### src/rtl/page_read_ctrl.sv
// Page read controller: reads a run of words from one memory page into the TX FIFO.
// Optional read timeout is enabled by defining PRC_READ_TIMEOUT_EN.
`timescale 1ns/1ps
module page_read_ctrl (
    input  logic        clk,
    input  logic        n_reset,
    input  logic        start,
    input  logic [5:0]  start_address,
    input  logic [9:0]  block_address,
    input  logic [5:0]  rollover_value,
    output logic [15:0] mem_addr,
    output logic        mem_read_en,
    input  logic [7:0]  mem_rdata,
    input  logic        mem_rvalid,
    input  logic        fifo_full,
    output logic [7:0]  fifo_wdata,
    output logic        fifo_write,
    output logic        busy,
    output logic        done,
    output logic [6:0]  word_count,
    output logic        error,
    output logic [2:0]  state_dbg
);

    // Handshake: one mem_read_en strobe per word, then the first mem_rvalid seen
    // in WAIT is that word's data; fifo_write is only issued after a not-full ISSUE.
    typedef enum logic [2:0] {
        S_IDLE   = 3'd0,
        S_ISSUE  = 3'd1,
        S_WAIT   = 3'd2,
        S_PUSH   = 3'd3,
        S_FINISH = 3'd4
    } state_t;

    state_t      state_q, state_d;
    logic [5:0]  offset_q, offset_d;
    logic [9:0]  block_q, block_d;
    logic [6:0]  remaining_q, remaining_d;
    logic [6:0]  word_count_q, word_count_d;
    logic [7:0]  data_q, data_d;
`ifdef PRC_READ_TIMEOUT_EN
    logic        error_q, error_d;
    logic [7:0]  tmo_q, tmo_d;
`endif

    always_ff @(posedge clk or negedge n_reset) begin
        if (!n_reset) begin
            state_q      <= S_IDLE;
            offset_q     <= '0;
            block_q      <= '0;
            remaining_q  <= '0;
            word_count_q <= '0;
            data_q       <= '0;
`ifdef PRC_READ_TIMEOUT_EN
            error_q      <= 1'b0;
            tmo_q        <= '0;
`endif
        end else begin
            state_q      <= state_d;
            offset_q     <= offset_d;
            block_q      <= block_d;
            remaining_q  <= remaining_d;
            word_count_q <= word_count_d;
            data_q       <= data_d;
`ifdef PRC_READ_TIMEOUT_EN
            error_q      <= error_d;
            tmo_q        <= tmo_d;
`endif
        end
    end

    always_comb begin
        state_d      = state_q;
        offset_d     = offset_q;
        block_d      = block_q;
        remaining_d  = remaining_q;
        word_count_d = word_count_q;
        data_d       = data_q;
`ifdef PRC_READ_TIMEOUT_EN
        error_d      = error_q;
        tmo_d        = tmo_q;
`endif
        case (state_q)
            S_IDLE: begin
                if (start) begin
                    offset_d     = start_address;
                    block_d      = block_address;
                    remaining_d  = (rollover_value == 6'd0) ? 7'd64 : {1'b0, rollover_value};
                    word_count_d = '0;
`ifdef PRC_READ_TIMEOUT_EN
                    error_d      = 1'b0;
`endif
                    state_d      = S_ISSUE;
                end
            end
            S_ISSUE: begin
                if (!fifo_full) begin
`ifdef PRC_READ_TIMEOUT_EN
                    tmo_d   = '0;
`endif
                    state_d = S_WAIT;
                end
            end
            S_WAIT: begin
                if (mem_rvalid) begin
                    data_d  = mem_rdata;
                    state_d = S_PUSH;
                end
`ifdef PRC_READ_TIMEOUT_EN
                // The 255th empty WAIT cycle is the one where the count reaches 255.
                else if (tmo_q == 8'd254) begin
                    error_d = 1'b1;
                    state_d = S_FINISH;
                end else begin
                    tmo_d = tmo_q + 8'd1;
                end
`endif
            end
            S_PUSH: begin
                offset_d     = offset_q + 6'd1;
                word_count_d = word_count_q + 7'd1;
                remaining_d  = remaining_q - 7'd1;
                state_d      = (remaining_q == 7'd1) ? S_FINISH : S_ISSUE;
            end
            S_FINISH: state_d = S_IDLE;
            default:  state_d = S_IDLE;
        endcase
    end

    always_comb begin
        mem_addr    = {block_q, offset_q};
        mem_read_en = (state_q == S_ISSUE) && !fifo_full;
        fifo_wdata  = data_q;
        fifo_write  = (state_q == S_PUSH);
        busy        = (state_q != S_IDLE);
        done        = (state_q == S_FINISH);
        word_count  = word_count_q;
`ifdef PRC_READ_TIMEOUT_EN
        error       = error_q;
`else
        error       = 1'b0;
`endif
        state_dbg   = state_q;
    end

endmodule
### config.mk
export PLATFORM = sky130hd
export DESIGN_NAME = page_read_ctrl
export DESIGN_NICKNAME = d
export VERILOG_FILES = /design/src/rtl/page_read_ctrl.sv
export SDC_FILE = /design/constraint.sdc
export NUM_CORES = 1
export LEC_CHECK = 0
export ABC_AREA = 1
export CELL_PAD_IN_SITES_DETAIL_PLACEMENT = 1
export CELL_PAD_IN_SITES_GLOBAL_PLACEMENT = 1
export CORE_UTILIZATION = 34
export DETAILED_ROUTE_END_ITERATION = 8
export PLACE_DENSITY_LB_ADDON = 0.1
export SKIP_CTS_REPAIR_TIMING = 1
export SLEW_MARGIN = 20
export SYNTH_ARGS = -nofsm -noshare
export SYNTH_HDL_FRONTEND = slang
export SYNTH_SLANG_ARGS = --single-unit
### constraint.sdc
create_clock -name clk -period 2.6 [get_ports clk]
set_input_delay 0.39 -clock clk [delete_from_list [all_inputs] [get_ports clk]]
set_output_delay 0.39 -clock clk [all_outputs]
set_load 0.02 [all_outputs]
# [After elaboration in Yosys (flattened, before gate mapping)]
# Cells that the tools add are included.
[totals] regBits=41 inputBits=35 out_inout_bits=39 elab_cells=39
[classes] add_sub_neg=3 eq_ne=8 mux=12 n_reduce_logical=10
[ops] operator="one-hot mux 7 bit (2 select lines)" count=2
[ops] operator="two-way mux 7 bit" count=3
[ops] operator="two-way mux 3 bit" count=4
[ops] operator="one-hot mux 3 bit (4 select lines)" count=1
[ops] operator="one-hot mux 6 bit (2 select lines)" count=1
[ops] operator="adder 7 x 1 -> 7 bit (second input constant)" count=1
[ops] operator="equality test 7 x 1 -> 1 bit (second input constant)" count=1
[ops] operator="subtractor 7 x 1 -> 7 bit (second input constant)" count=1
[ops] operator="adder 6 x 1 -> 6 bit (second input constant)" count=1
[ops] operator="equality test 3 x 2 -> 1 bit (second input constant)" count=2
[ops] operator="zero test 6 bit" count=1
[ops] operator="two-way mux 6 bit" count=1
[ops] operator="inequality test 2 bit (second input constant)" count=3
[ops] operator="AND reduction 2 bit" count=3
[ops] operator="equality test 3 x 1 -> 1 bit (second input constant)" count=1
[ops] operator="equality test 3 bit (second input constant)" count=1
[ops] operator="zero test 3 bit" count=1
[ops] operator="AND reduction 3 bit" count=1
[ops] operator="nonzero test 3 bit" count=1
[ops] operator="nonzero test 2 bit" count=1
[ops] operator="logical AND 1 bit" count=1
[ops] operator="zero test 1 bit" count=1

# [Longest topological paths before layout]
[depth] depth_word=4 ltp_mapped=9 mapped_depth_nobuf=9

# [Worst setup path before layout]
# No wires, ideal clock.
[synth_path] kind="register -> output" startpoint="reg state_q[2] (netlist: state_dbg[2])" endpoint="out done" arrival_time_ns=1.117 t_required_ns=2.210 setup_slack_ns=1.093 stages_incl_launch_ff=3 path_buffers=0 path_cell_list="dfrtp_1 -> inv_1 -> nor3_1"
[synth_via] elab_chain_cells=1
[synth_lines] item="from (decl)" line_no="35" text="state_t state_q, state_d;"
[synth_lines] item="from (signal assigned)" line_no="59" text="state_q <= state_d;"
[synth_lines] item="equality test 3 bit" line_no="136" text="done = (state_q == S_FINISH);"
[synth_lines] item="to (decl)" line_no="19" text="output logic done,"
# No other way between the ends.

# [Final worst setup path]
[layout_path] startpoint="reg state_q[2] (netlist: state_dbg[2])" endpoint="out fifo_write"
[layout_via] elab_chain_cells=1
[layout_lines] item="equality test 3 x 2 -> 1 bit" line_no="134" text="fifo_write = (state_q == S_PUSH);"
[layout_lines] item="to (decl)" line_no="17" text="output logic fifo_write,"
# No other way between the ends.

==> results list <==
- Summed over all layers, the routed wires come to 5450 µm.
- After clock tree synthesis, the clock-pin slew on the worst setup and hold paths is 0.09 ns.
- The synthesized netlist devotes 2.41% of its cell area to adder and majority cells.
- The number of antenna violations at the first check in global routing came to 0.
- The run finished with clean final reports.
- Post-Synthesis Cell Area: 2080 µm²
- The synthesized design contains 41 register bits.
- Detailed-routing iteration count for the pre-antenna-repair pass: 4
- Area growth syn-to-layout: 41.3%
- The synthesized netlist devotes 7.22% of its cell area to compound gates.
- The tree is rooted in a sky130_fd_sc_hd__clkbuf_8.
- Yosys printed 0 warnings.
- Entering global routing, the biggest net connects 42 pins.
- Wire per inst: 13.3 µm
- TritonCTS built the clock tree.
- Fraction of layout instances using a drive strength above 1: 6.57%
- From bottom edge to top edge, the die measures 80.2 µm.
* Number of antenna diodes: 0
* Cells after DPL: 402
- Summing over every cut layer, the via total after detailed routing is 1977.
- In this run the standard cell core region covers 5920 µm².
- Dividing total power by cell area gives a power density of 1130 nW/µm².
- The synthesized netlist devotes 0.421% of its cell area to XOR and XNOR gates.
* Slew @ Worst Pin: 0.937 ns
* Sequential element share of the synthesized area: 49.3%
- Number of buffers created by CTS: 5
- Clock latency reported for the late side of the worst-skew pair: 0.29 ns
- Worst path arrival time: 1.90 ns
* Worst path required time: 2.21 ns
* Internal cell power: 1850 µW
- Summed negative setup slack over all endpoints: 0 ns
- STA classifies the critical path endpoint as an output pin.
* Number of distinct standard cells referenced by the synthesized netlist: 28
* Setup repair after global routing missed its margin: false
- Mux contribution to synthesized area: 0%
* Switching share of power: 44.2%
- Setup violations remaining at the end of the flow were counted as 0.
* Final Hold Vio Count: 0
- IR analysis of the VDD net gives a maximum drop of 0.514 mV.
- Sequential cells account for 34.2% of the total power.
- In the synthesized netlist, the number of instances is 261.
- For flop-to-flop paths, the worst setup slack is 0.99 ns.
* Die Width: 80.2 µm
* Setup Crit Path Kind: flop to output pin
- Sink count of the clock tree: 41
* Timing-limited maximum frequency: 436 MHz
- The tightest min-delay check is of the input pin to asynchronous set/reset pin type.
- Number of global-route vias before repair: 2053
- Port buffering added 72 buffers.
* GRT overflow: 0
* Highest-count cells in the layout ignoring fill and taps: 94 x sky130_fd_sc_hd__nand2_1, 71 x sky130_fd_sc_hd__clkdlybuf4s50_1, 41 x sky130_fd_sc_hd__dfrtp_1
* # DRC: 0
- Clock skew after layout: 0.0114 ns
- The most used flip-flop cell after synthesis is sky130_fd_sc_hd__dfrtp_1.
- Along the worst path, the maximum fanout reaches 19.
* Weighted congestion at the end of routability-driven global placement: 0.822
- CTS max path bufs: 2
- Startpoint type of the worst setup path: flop
* Hpwl dp: 4070 µm
- Part of the power in the clock network: 13.3%
* Final antenna-violating net count: 0
- Share of synthesized registers carrying an async set or reset: 100%
- Final count of pins violating max slew: 0
- For this design the total switching power over the nets is 1470 µW.
- Pin placement for this block handled 74 I/O pins.
- The floorplan step defined a die boundary enclosing 6430 µm².
- After synthesis, the largest family of logic cells by area is simple AND/OR/NAND/NOR gates.
- Share of power burned in combinational logic: 52.5%
- Number of DRC markers after the initial detailed-route iteration: 66
- Number of vias per cell: 4.82
- The number of nets handed over by synthesis was 300.
* Worst slew margin relative to its limit: 37.5%
- The final layout contains 373 nets.
* Number of levels the H-tree was split into: 2
* Global-route usage over all layers: 19.0%
- The initial utilization of the core area, before any placement, comes to 35.1%.
* Final worst path period share: 88.3%
- The library cell used most frequently in the layout, excluding fill and tap cells, is sky130_fd_sc_hd__nand2_1.
* Final worst path period need: 2.29 ns
* Mean instance size in the synthesized netlist: 7.97 µm²
* Number of maximum-capacitance constraint violations: 0
- Number of core rows: 28
- Final non-filler cell total: 410
- Leakage power: 0.00138 µW
- The first global-routing pass estimated 9410 µm of wire.
* Simple-Gate Fraction of Synth Area: 33.2%
* Number of synthesized flops with an enable pin: 0
path summary, 6_finish.rpt:
path / cells after the start / from / to
max: 4 / state_dbg[2] / fifo_write
min: 1 / n_reset / offset_q[3]
max reg2reg: 7 / state_dbg[1] / offset_q[5]
min reg2reg: 2 / fifo_wdata[0] / fifo_wdata[0]
max in group asynchronous: 1 / n_reset / remaining_q[0]
min in group clk: 2 / fifo_wdata[0] / fifo_wdata[0]
per-layer routing:
layer | vias up | share of wire [%] | global-route usage [%]
met2 | 42 | 48 | 32.6
met4 | 0 | 1.3 | 4.46
met1 | 943 | 46 | 24.3
li1 | 985 | - | -
met3 | 7 | 3.9 | 4.32
met5 | - | 0 | 0
cell type report:
class,count,area (µm²)
Inverter,27,104
Clock buffer,6,82.6
Tap cell,75,93.8
Multi-Input combinational cell,187,903
Sequential cell,41,1030
Timing Repair Buffer,72,716
Fill cell,731,2980
Clock inverter,2,13.8
cells by family (layout without fill, tap and decap cells):
group	Yosys count	in the layout
simple gates	155	155
flops	41	41
buf+inv	33	107
compound gates	26	26
fa+ha+maj	4	4
other cells	1	1
xor+xnor	1	1
cell usage after synthesis, drive strengths merged, types with 2 or more instances:
master	number	area, µm²
o211ai	4	30.0
nor2	19	78.8
nand3	31	185
nand4	6	37.5
ha	4	50.1
o21ai	14	70.1
a21oi	5	25.0
nand2	96	370
dfrtp	41	1030
o22ai	2	12.5
inv	27	104
buf	5	42.5
power by group through the flow:
stage,clock (µW),combinational [µW],sequential (µW)
finish,441,1740,1140
global route,481,1950,1180
CTS,459,1780,1140
detailed placement,0,1770,1150
global placement,0,1730,1140
floorplan,0,811,1370
state kept, by name, summed over array words and instances (netlist names):
| name | count |
|---|---|
| block_q | 10 |
| fifo_wdata | 8 |
| remaining_q | 7 |
| word_count | 7 |
| offset_q | 6 |
| state_dbg | 3 |
critical path, cell delays in order, from the launching register on:
cell	delay, ns
sky130_fd_sc_hd__dfrtp_1	0.43
sky130_fd_sc_hd__inv_1	0.15
sky130_fd_sc_hd__nand3_4	0.17
sky130_fd_sc_hd__inv_4	0.22
sky130_fd_sc_hd__clkdlybuf4s50_1	0.64
per-stage QoR:
stage	area (µm²)	util (%)	power (µW)	setup slack, ns	hold slack, ns
global placement	2840	48.0	2870	0.644	0.455
floorplan	2080	-	2180	1.09	0.0944
CTS	2940	49.6	3380	0.266	0.269
finish	2940	49.6	3320	0.305	0.230
global route	2940	49.6	3620	0.197	0.326
detailed placement	2840	48.0	2920	0.608	0.461
Power figures use the tool's default switching activity.
